$ cat src/rtl/rv_types.sv
// Shared types and constants for the serial debug bridge.
package rv_types;

  typedef logic [31:0] u32_t;
  typedef logic [7:0]  u8_t;
  typedef logic [3:0]  u4_t;

  // Host command opcodes and the acknowledge reply
  localparam u8_t CMD_W = 8'h57;
  localparam u8_t CMD_R = 8'h52;
  localparam u8_t CMD_H = 8'h48;
  localparam u8_t CMD_G = 8'h47;
  localparam u8_t RSP_K = 8'h4B;

  // Width of the per-bit cycle counters (DIV up to 65535)
  localparam int unsigned DIV_W = 16;

  // Command FSM
  typedef enum logic [2:0] {
    ST_IDLE,
    ST_GETADR,
    ST_GETDAT,
    ST_BUSWR,
    ST_BUSRD,
    ST_RDWAIT,
    ST_REPLY
  } dbg_st_t;

  // Serial receiver / transmitter FSMs
  typedef enum logic [1:0] {
    RX_IDLE,
    RX_START,
    RX_DATA,
    RX_STOP
  } rx_st_t;

  typedef enum logic {
    TX_IDLE,
    TX_RUN
  } tx_st_t;

  // Registered bus request payload
  typedef struct packed {
    u32_t adr;
    u4_t  we;
    u32_t dw;
    logic re;
  } bus_req_t;

endpackage

$ cat src/rtl/rv_dbg_uart.sv
// 8N1 serial receiver and transmitter, DIV clocks per bit.
module rv_dbg_uart
  import rv_types::*;
#(
  parameter int unsigned DIV = 868
) (
  input  logic       clk,
  input  logic       xreset,
  input  logic       rxd,
  output logic       txd,
  output logic       rx_stb,
  output logic [7:0] rx_data,
  input  logic       tx_load,
  input  logic [7:0] tx_data,
  output logic       tx_busy
);

  localparam logic [DIV_W-1:0] BIT_LAST  = DIV_W'(DIV - 1);
  localparam logic [DIV_W-1:0] HALF_LAST = DIV_W'(DIV / 2 - 1);

  logic             rx_s1, rx_cur, rx_prev;
  rx_st_t           rx_st, rx_st_d;
  logic [DIV_W-1:0] rx_cnt, rx_cnt_d;
  logic [2:0]       rx_bit, rx_bit_d;
  logic [7:0]       rx_sh, rx_sh_d;
  logic             rx_stb_d;
  logic [7:0]       rx_data_d;

  tx_st_t           tx_st, tx_st_d;
  logic [DIV_W-1:0] tx_cnt, tx_cnt_d;
  logic [3:0]       tx_bit, tx_bit_d;
  logic [9:0]       tx_sh, tx_sh_d;
  logic             txd_d, tx_busy_d;

  // Two-flop synchronizer plus one delayed copy for falling-edge detect
  always_ff @(posedge clk or negedge xreset) begin
    if (!xreset) begin
      rx_s1   <= 1'b1;
      rx_cur  <= 1'b1;
      rx_prev <= 1'b1;
    end else begin
      rx_s1   <= rxd;
      rx_cur  <= rx_s1;
      rx_prev <= rx_cur;
    end
  end

  // Receiver state register
  always_ff @(posedge clk or negedge xreset) begin
    if (!xreset) begin
      rx_st   <= RX_IDLE;
      rx_cnt  <= '0;
      rx_bit  <= '0;
      rx_sh   <= '0;
      rx_stb  <= 1'b0;
      rx_data <= '0;
    end else begin
      rx_st   <= rx_st_d;
      rx_cnt  <= rx_cnt_d;
      rx_bit  <= rx_bit_d;
      rx_sh   <= rx_sh_d;
      rx_stb  <= rx_stb_d;
      rx_data <= rx_data_d;
    end
  end

  // Receiver next state: mid-start recheck, then mid-bit sampling
  always_comb begin
    rx_st_d   = rx_st;
    rx_cnt_d  = rx_cnt + DIV_W'(1);
    rx_bit_d  = rx_bit;
    rx_sh_d   = rx_sh;
    rx_stb_d  = 1'b0;
    rx_data_d = rx_data;
    case (rx_st)
      RX_IDLE: begin
        rx_cnt_d = '0;
        if (rx_prev && !rx_cur) rx_st_d = RX_START;
      end
      RX_START: begin
        if (rx_cnt == HALF_LAST) begin
          rx_cnt_d = '0;
          rx_bit_d = '0;
          rx_st_d  = rx_cur ? RX_IDLE : RX_DATA;
        end
      end
      RX_DATA: begin
        if (rx_cnt == BIT_LAST) begin
          rx_cnt_d = '0;
          rx_sh_d  = {rx_cur, rx_sh[7:1]};
          rx_bit_d = rx_bit + 3'd1;
          if (rx_bit == 3'd7) rx_st_d = RX_STOP;
        end
      end
      RX_STOP: begin
        if (rx_cnt == BIT_LAST) begin
          rx_cnt_d = '0;
          rx_st_d  = RX_IDLE;
          if (rx_cur) begin
            rx_stb_d  = 1'b1;
            rx_data_d = rx_sh;
          end
        end
      end
      default: rx_st_d = RX_IDLE;
    endcase
  end

  // Transmitter state register
  always_ff @(posedge clk or negedge xreset) begin
    if (!xreset) begin
      tx_st   <= TX_IDLE;
      tx_cnt  <= '0;
      tx_bit  <= '0;
      tx_sh   <= '1;
      txd     <= 1'b1;
      tx_busy <= 1'b0;
    end else begin
      tx_st   <= tx_st_d;
      tx_cnt  <= tx_cnt_d;
      tx_bit  <= tx_bit_d;
      tx_sh   <= tx_sh_d;
      txd     <= txd_d;
      tx_busy <= tx_busy_d;
    end
  end

  // Transmitter next state: frame is {stop, data, start} shifted out LSB first
  always_comb begin
    tx_st_d   = tx_st;
    tx_cnt_d  = tx_cnt;
    tx_bit_d  = tx_bit;
    tx_sh_d   = tx_sh;
    txd_d     = txd;
    tx_busy_d = tx_busy;
    case (tx_st)
      TX_IDLE: begin
        txd_d     = 1'b1;
        tx_busy_d = 1'b0;
        if (tx_load) begin
          tx_sh_d   = {1'b1, tx_data, 1'b0};
          txd_d     = 1'b0;
          tx_cnt_d  = '0;
          tx_bit_d  = '0;
          tx_busy_d = 1'b1;
          tx_st_d   = TX_RUN;
        end
      end
      TX_RUN: begin
        tx_cnt_d = tx_cnt + DIV_W'(1);
        if (tx_cnt == BIT_LAST) begin
          tx_cnt_d = '0;
          if (tx_bit == 4'd9) begin
            tx_st_d   = TX_IDLE;
            tx_busy_d = 1'b0;
            txd_d     = 1'b1;
          end else begin
            tx_bit_d = tx_bit + 4'd1;
            tx_sh_d  = {1'b1, tx_sh[9:1]};
            txd_d    = tx_sh[1];
          end
        end
      end
      default: tx_st_d = TX_IDLE;
    endcase
  end

endmodule

$ cat src/rtl/rv_dbg_bridge.sv
// Serial debug/loader bridge: host byte commands become bus reads/writes.
module rv_dbg_bridge
  import rv_types::*;
#(
  parameter int unsigned DIV       = 868,
  parameter int unsigned TMO_BYTES = 4
) (
  input  logic        clk,
  input  logic        xreset,
  input  logic        rxd,
  output logic        txd,
  output logic [31:0] m_adr,
  output logic [3:0]  m_we,
  output logic [31:0] m_dw,
  output logic        m_re,
  input  logic [31:0] m_dr,
  input  logic        m_rdy,
  output logic        core_hold
);

  localparam int unsigned BT_W = 20;
  localparam int unsigned TB_W = 8;
  localparam logic [BT_W-1:0] BT_LAST = BT_W'(10 * DIV - 1);
  localparam logic [TB_W-1:0] TMO_LIM = TB_W'(TMO_BYTES);

  logic       rx_stb, tx_busy;
  logic [7:0] rx_data;

  logic [BT_W-1:0] bt_cnt;
  logic [TB_W-1:0] bt_n;
  logic            tmo_c;

  dbg_st_t  st, st_d;
  u8_t      op, op_d;
  logic [1:0] idx, idx_d;
  u32_t     adr, adr_d, dat, dat_d, rsp, rsp_d;
  logic [2:0] rsp_n, rsp_n_d;
  bus_req_t bus, bus_d;
  logic     hold_q, hold_d;
  logic     tx_load_q, tx_load_d;
  u8_t      tx_data_q, tx_data_d;

  rv_dbg_uart #(.DIV(DIV)) u_uart (
    .clk     (clk),
    .xreset  (xreset),
    .rxd     (rxd),
    .txd     (txd),
    .rx_stb  (rx_stb),
    .rx_data (rx_data),
    .tx_load (tx_load_q),
    .tx_data (tx_data_q),
    .tx_busy (tx_busy)
  );

  assign m_adr     = bus.adr;
  assign m_we      = bus.we;
  assign m_dw      = bus.dw;
  assign m_re      = bus.re;
  assign core_hold = hold_q;

  // Byte-time counter; counts idle byte-times since the last received byte
  always_ff @(posedge clk or negedge xreset) begin
    if (!xreset) begin
      bt_cnt <= '0;
      bt_n   <= '0;
    end else if (rx_stb) begin
      bt_cnt <= '0;
      bt_n   <= '0;
    end else if (bt_cnt == BT_LAST) begin
      bt_cnt <= '0;
      if (bt_n != TMO_LIM) bt_n <= bt_n + TB_W'(1);
    end else begin
      bt_cnt <= bt_cnt + BT_W'(1);
    end
  end

  assign tmo_c = (bt_n == TMO_LIM);

  // Command FSM state register
  always_ff @(posedge clk or negedge xreset) begin
    if (!xreset) begin
      st        <= ST_IDLE;
      op        <= '0;
      idx       <= '0;
      adr       <= '0;
      dat       <= '0;
      rsp       <= '0;
      rsp_n     <= '0;
      bus       <= '0;
      hold_q    <= 1'b1;
      tx_load_q <= 1'b0;
      tx_data_q <= '0;
    end else begin
      st        <= st_d;
      op        <= op_d;
      idx       <= idx_d;
      adr       <= adr_d;
      dat       <= dat_d;
      rsp       <= rsp_d;
      rsp_n     <= rsp_n_d;
      bus       <= bus_d;
      hold_q    <= hold_d;
      tx_load_q <= tx_load_d;
      tx_data_q <= tx_data_d;
    end
  end

  // Command FSM next state: parse bytes, run one bus access, queue reply
  always_comb begin
    st_d      = st;
    op_d      = op;
    idx_d     = idx;
    adr_d     = adr;
    dat_d     = dat;
    rsp_d     = rsp;
    rsp_n_d   = rsp_n;
    bus_d     = bus;
    hold_d    = hold_q;
    tx_load_d = 1'b0;
    tx_data_d = tx_data_q;
    case (st)
      ST_IDLE: begin
        if (rx_stb) begin
          case (rx_data)
            CMD_W, CMD_R: begin
              op_d  = rx_data;
              idx_d = '0;
              st_d  = ST_GETADR;
            end
            CMD_H, CMD_G: begin
              hold_d  = (rx_data == CMD_H);
              rsp_d   = {RSP_K, 24'h0};
              rsp_n_d = 3'd1;
              st_d    = ST_REPLY;
            end
            default: ;
          endcase
        end
      end
      ST_GETADR: begin
        if (rx_stb) begin
          adr_d = {adr[23:0], rx_data};
          idx_d = idx + 2'd1;
          if (idx == 2'd3) begin
            if (op == CMD_W) begin
              st_d = ST_GETDAT;
            end else begin
              bus_d.adr = {adr[23:0], rx_data[7:2], 2'b00};
              bus_d.re  = 1'b1;
              st_d      = ST_BUSRD;
            end
          end
        end else if (tmo_c) begin
          st_d = ST_IDLE;
        end
      end
      ST_GETDAT: begin
        if (rx_stb) begin
          dat_d = {dat[23:0], rx_data};
          idx_d = idx + 2'd1;
          if (idx == 2'd3) begin
            bus_d.adr = {adr[31:2], 2'b00};
            bus_d.dw  = {dat[23:0], rx_data};
            bus_d.we  = 4'hf;
            st_d      = ST_BUSWR;
          end
        end else if (tmo_c) begin
          st_d = ST_IDLE;
        end
      end
      ST_BUSWR: begin
        if (m_rdy) begin
          bus_d.we = 4'h0;
          rsp_d    = {RSP_K, 24'h0};
          rsp_n_d  = 3'd1;
          st_d     = ST_REPLY;
        end
      end
      ST_BUSRD: begin
        if (m_rdy) begin
          bus_d.re = 1'b0;
          st_d     = ST_RDWAIT;
        end
      end
      ST_RDWAIT: begin
        rsp_d   = m_dr;
        rsp_n_d = 3'd4;
        st_d    = ST_REPLY;
      end
      ST_REPLY: begin
        // tx_busy rises one cycle after a load, so skip the cycle right after one
        if (!tx_busy && !tx_load_q) begin
          tx_load_d = 1'b1;
          tx_data_d = rsp[31:24];
          rsp_d     = {rsp[23:0], 8'h00};
          rsp_n_d   = rsp_n - 3'd1;
          if (rsp_n == 3'd1) st_d = ST_IDLE;
        end
      end
      default: st_d = ST_IDLE;
    endcase
  end

endmodule

$ cat config.mk
export PLATFORM = sky130hd
export DESIGN_NAME = rv_dbg_bridge
export DESIGN_NICKNAME = d
export VERILOG_FILES = /design/src/rtl/rv_types.sv /design/src/rtl/rv_dbg_uart.sv /design/src/rtl/rv_dbg_bridge.sv
export SDC_FILE = /design/constraint.sdc
export NUM_CORES = 1
export LEC_CHECK = 0
export ABC_AREA = 0
export BUFFER_PORTS_ARGS = -buffer_cell sky130_fd_sc_hd__buf_2
export CORE_MARGIN = 2
export CORE_UTILIZATION = 67
export CTS_BUF_LIST = sky130_fd_sc_hd__clkbuf_4
export DETAILED_ROUTE_END_ITERATION = 10
export HOLD_SLACK_MARGIN = 0.05
export PLACE_DENSITY_LB_ADDON = 0.1
export SYNTH_ARGS = -nofsm -noshare
export SYNTH_HDL_FRONTEND = slang
export SYNTH_HIERARCHICAL = 1
export SYNTH_SLANG_ARGS = --single-unit
$ cat constraint.sdc
create_clock -name clk -period 3.95 [get_ports clk]
set_input_delay 0.1975 -clock clk [delete_from_list [all_inputs] [get_ports clk]]
set_output_delay 0.1975 -clock clk [all_outputs]
set_load 0.03 [all_outputs]
# Yosys cells after proc, flatten, opt, wreduce, memory -nomap -nowiden

Cells that the tools add are included.

Add/subtract/negate cells: 8
Multiply operators: 0
Div/mod/pow operators: 0
Magnitude comparators: 0
Equal/unequal tests: 49
Shift-type cells: 0
Muxes and demuxes: 85
Bitwise logic cells: 1
Reductions and logical operators: 38

Operator list:

| kind                  | number |
|---|---|
| $mux 32               | 7 |
| $mux 68               | 2 |
| $pmux 32 s4           | 1 |
| $mux 16               | 4 |
| $pmux 32 s2           | 1 |
| $mux 3                | 17 |
| $pmux 16 s3           | 1 |
| $eq 8x7->1 const B    | 5 |
| $mux 20               | 2 |
| $add 16x1->16 const B | 2 |
| $eq 16x10->1 const B  | 2 |
| $pmux 16 s2           | 1 |
| $mux 10               | 3 |
| $mux 8                | 3 |
| $ne 2x1->1 const B    | 11 |
| $ne 2x2->1 const B    | 11 |
| $pmux 3 s7            | 1 |
| $add 20x1->20 const B | 1 |
| $eq 20x14->1 const B  | 1 |
| $pmux 10 s2           | 1 |
| $mux 2                | 9 |
| $reduce_and 3->1      | 6 |
| $mux 1                | 17 |
| $eq 16x9->1 const B   | 1 |
| 35 further kinds      | 71 |

Register bits after elaboration: 285
Bits in latches: 0
RAM bits: 0
Bits in read-only memories: 0
Input bits: 36
Output and inout port bits: 71
Word-level logic and storage cells: 212
Memories: 0

# Logic depth before layout (Yosys ltp)

Depth in word-level cells: 5
Depth in mapped cells: 9
Gate-level depth less buffers: 7

# Cells and area by module

Netlist, hierarchy kept.

By module, submodules not included:

| module        | instances | cells each | area each (um^2) |
|---|---|---|---|
| rv_dbg_bridge | 1         | 819        | 9153.8 |
| rv_dbg_uart   | 1         | 342        | 3678.5 |

# Worst setup path before layout

Ideal clock, no wire load.

Path kind: reg2reg
Start: register u_uart.rx_data[2]
End: register rsp[11]
Library setup time: 0.125 ns
Data arrival time: 2.242 ns
Data required time: 3.825 ns
Setup slack: 1.583 ns
Cell stages (with the launch flop): 9
Buffers on the path: 3
Clock period less this slack: 2.367 ns
Cell sequence: dfrtp_1 buf_6 or4b_4 a211o_1 o32ai_4 a21o_1 buf_6 buf_12 mux2_4

Cells in the longest elaborated chain, start to end: 4

RTL lines:

| item                                  | line                 | RTL |
|---|---|---|
| from (decl)                           | rv_dbg_uart.sv:12    | `output logic [7:0] rx_data,` |
| from (signal assigned)                | rv_dbg_uart.sv:63    | `rx_data <= rx_data_d;` |
| $eq 8x7->1                            | rv_dbg_bridge.sv:124 | `case (rx_data)` |
| $reduce_or 2->1 (*)                   | rv_dbg_bridge.sv:124 |  |
| $ne 2x1->1 (no source line) (*)       | -                    |  |
| $reduce_and 5->1 (no source line) (*) | -                    |  |
| to (signal assigned)                  | rv_dbg_bridge.sv:99  | `rsp <= rsp_d;` |
| to (decl)                             | rv_dbg_bridge.sv:36  | `u32_t adr, adr_d, dat, dat_d, rsp, rsp_d;` |

Every way passes the cells marked *; elsewhere a longest branch is shown, timed or not.
A chain may end at the register's enable or synchronous reset.

# Final worst setup path

Start: register st[1]
End: register bus (netlist bit m_adr[18])

Cells in the longest elaborated chain, start to end: 3

RTL lines:

| item                                                      | line                 | RTL |
|---|---|---|
| from (decl)                                               | rv_dbg_bridge.sv:33  | `dbg_st_t st, st_d;` |
| from (signal assigned)                                    | rv_dbg_bridge.sv:94  | `st <= st_d;` |
| $eq 3x1->1 / $eq 3x2->1 (equally long branches)           | rv_dbg_bridge.sv:121 | `case (st)` |
| $ne 2x1->1 (no source line), or another cell as far along | -                    |  |
| $reduce_and 6->1 (no source line)                         | -                    |  |
| to (signal assigned)                                      | rv_dbg_bridge.sv:101 | `bus <= bus_d;` |
| to (decl)                                                 | rv_dbg_bridge.sv:38  | `bus_req_t bus, bus_d;` |

Several ways; a longest one is shown, not always the timed one.

==> metrics.md <==
| Metric | Value |
|---|---|
| Post-synth EDFFs | 0 |
| Routed Antenna Nets | 0 |
| Layout fillers | ~1.2k |
| Port-buffer cells | ~100 |
| Setup_tns | 0 ns |
| Async S/R FF share, synth | 100% |
| CP Class | register to register |
| Ys Warns | 6 |
| Fin area | between 10,000 and 15,000 um2 |
| Worst VDD drop | 0.331 mV |
| GRT Total Usage | between 20 and 30% |
| Post-CTS Hold Buffers | 35 |
| Synthesis-to-layout area growth | 14.8% |
| HPWL after detailed placement | roughly 17,000 um |
| Drt initial violations | around 600 |
| Vias in the first global route | 9,613 |
| Layout cells sized above 1 | about 29% |
| Final setup fails | 0 |
| Largest net degree at the start of global routing | between 100 and 150 |
| Minimum clock period | ~2.9 ns |
| GR Overflow Total | 0 |
| Critical-path cell list | or3b_2 -> nor2_2 -> and2_2 -> buf_4 -> a22oi_1 -> a21oi_1 |
| First-pass GRT wire length | 46,900 um |
| Cts repair resizes | 0 |
| # rows | 50 |
| Flop-to-flop setup slack | about 1.1 ns |
| CP Max Fanout | 34 |
| GPL Wtd Cong | roughly 0.83 |
| Commonest non-fill, non-tap cell in the layout | dfrtp_1 |
| Syn_area_per_cell | approximately 11 um2 |
| Hold WS | between 0.15 and 0.2 ns |
| Worst-margin pin slew | about 1.2 ns |
| Max-cap violation count | 0 |
| Initial Util | between 60% and 70% |
| # DRC | 0 |
| Rel. slew slack | between 20% and 30% |
| # IOs | between 100 and 150 |
| Via count | approximately 9.6k |
| Fin. Hold Viols | 0 |
| H-tree lvl count | 3 |
| Worst setup margin | approximately 1.1 ns |
| Sequential fraction of the synthesis area | a little over half |
| Routed length per placed instance | between 15 and 20 um |
| Setup Buffers After CTS | 0 |
| Max Slew Vio Count | 0 |
| Nets@finish | 1,371 |
| Initial antenna violation count | 1 |
| Required @ worst endpoint | around 4.6 ns |
| Die area | 20,300 um2 |
| Static Leak | 0.00719 uW |
| Buf/Inv on CP | 1 |
| Die width | 142 um |
| Cells after Synth | ~1.2k |
| Clk sinks | 278 |
| Crit end category | register |
| Fmax | approximately 350 MHz |
| Slowest stage delay, CP | around 0.81 ns |
| Most used DFF post-synth | dfrtp_1 |
| Status | completed |
| RSZ-0062 raised after global routing | false |
| CTS buffer count | 72 |
| Via-to-Cell Ratio | roughly 6.0 |
| Placement Cell Area | approximately 13,000 um2 |
| Synth area leader | dfrtp_1 |
| Worst hold path class | input port to register |
| Number of library cell types mapped by synthesis | roughly 80 |
| Footprint of the multi-input gates | 5420 um2 |
| Core area | roughly 19,000 um2 |
| Clock root buffer | clkbuf_4 |
| Max clock buf depth | 3 |
| Crit start category | register |
| Pwr dens | just over 500 nW/um2 |
| Max Clock Skew | around 0.053 ns |
| Register area | 6970 um2 |
| Worst-skew pair later-pin latency | about 0.69 ns |
| Crit-path leading delay family | simple AND/OR/NAND/NOR gates |
| Pre-CTS setup slack | 1.07 ns |
| Routed WL | 28,200 um |
| #FFs+latches synth | between 200 and 300 |
| Slowest CP cell | or3b_2 |
| Commonest non-fill, non-tap cells in the layout | dfrtp_1 (265), nand2_1 (149), clkbuf_4 (109), buf_2 (103), mux2_2 (100) |
| Area contributors post-synth | dfrtp_1 (52%), mux2_2 (8.8%), nand2_1 (4.4%) |
| Final worst-path cycle share | between 70 and 80% |
| Clock slew at reported path FFs | about 0.070 ns |
| Synth Cell Area | approximately 13,000 um2 |
| Die H | between 100 and 150 um |
| Pre-antenna DRT Iters | 5 |
| Crit path arrival time | about 3.5 ns |
| Yosys top cell area share | around half |
| CTS tree | built |
## per-stage QoR
stage                     utilization, %  total power, uW  std cells
after floorplan                        -             4710       1162
after global placement              71.7             4930       1447
after detailed placement            71.7             4970       1447
after CTS                           78.5             7510       1609
after global routing                78.5             7900       1610
final                               78.5             7510       1610
## per-layer routing
layer / vias to the layer above / routed length, um / GRT usage (%)
li1: 4515 / - / -
met1: 4795 / 12100 / 37.9
met2: 257 / 14000 / 47.4
met3: 58 / 1420 / 6.63
met4: 0 / 674 / 10.6
met5: - / 0 / 0
## worst paths after layout
kind                                        start                      end  cells past startpoint
max in group asynchronous                  xreset   u_uart/rx_s1$_DFF_PN1_                      3
setup / recovery                st[1]$_DFFE_PN0P_    m_adr[18]$_DFFE_PN0P_                      6
setup reg to reg                st[1]$_DFFE_PN0P_    m_adr[18]$_DFFE_PN0P_                      6
hold reg to reg            u_uart/rx_s1$_DFF_PN1_  u_uart/rx_cur$_DFF_PN1_                      0
hold / removal                                rxd   u_uart/rx_s1$_DFF_PN1_                      2
min in group asynchronous                  xreset       rsp[5]$_DFFE_PN0P_                      2
## cells in the mapped netlist (all sizes together), types with 10 or more instances
master    n
a22o     30
a31oi    18
or3      15
dfrtp   265
o21ai    22
inv      27
nand2b   10
ha       13
dfstp    13
buf      29
nor4     18
xnor2    24
nor3     14
nand3    31
mux2    122
nand2   149
nor2     94
nand4    20
o211ai   12
a22oi    31
clkbuf   41
a21oi    52
## cell families (layout without fill, tap and decap cells)
family	count (synthesis)	after routing	share of synthesized area, %
AND/OR/NAND/NOR	413	413	16.1
XOR/XNOR	32	32	2.18
multiplexers	125	125	11.5
adder cells (fa/ha/maj)	13	13	1.27
flip-flops	278	278	54.3
buffers and inverters	98	311	3.58
AO/OA/AOI/OAI	201	201	10.9
other	1	3	0.0292
## where the power goes
group / leakage (uW) / internal (uW) / switching (uW)
Clock: 0.000549 / 1330 / 1160
Combinational: 0.00292 / 732 / 826
Sequential: 0.00372 / 3160 / 309
## sequential cells by signal (all words and copies together), names as in the netlist, 3 cells and up
name / cells
u_uart/rx_bit: 3
m_dw: 32
u_uart/tx_cnt: 16
bt_cnt: 20
tx_data_q: 8
bt_n: 8
adr: 32
u_uart/rx_sh: 8
rsp_n: 3
u_uart/tx_bit: 4
dat: 24
u_uart/rx_data: 8
u_uart/rx_cnt: 16
st: 3
u_uart/tx_sh: 8
m_adr: 30
op: 8
rsp: 32
## area by class of cell
type,instances,share of cell area [%]
diodes,1,0.0170
clock buffers,109,5.55
clock inverters,18,0.696
inverters,28,0.713
multi-input cells,786,36.8
flip-flops and latches,278,47.3
well taps,234,1.99
repair buffers,156,6.93
Note: power is estimated with default switching activity, not from simulation.
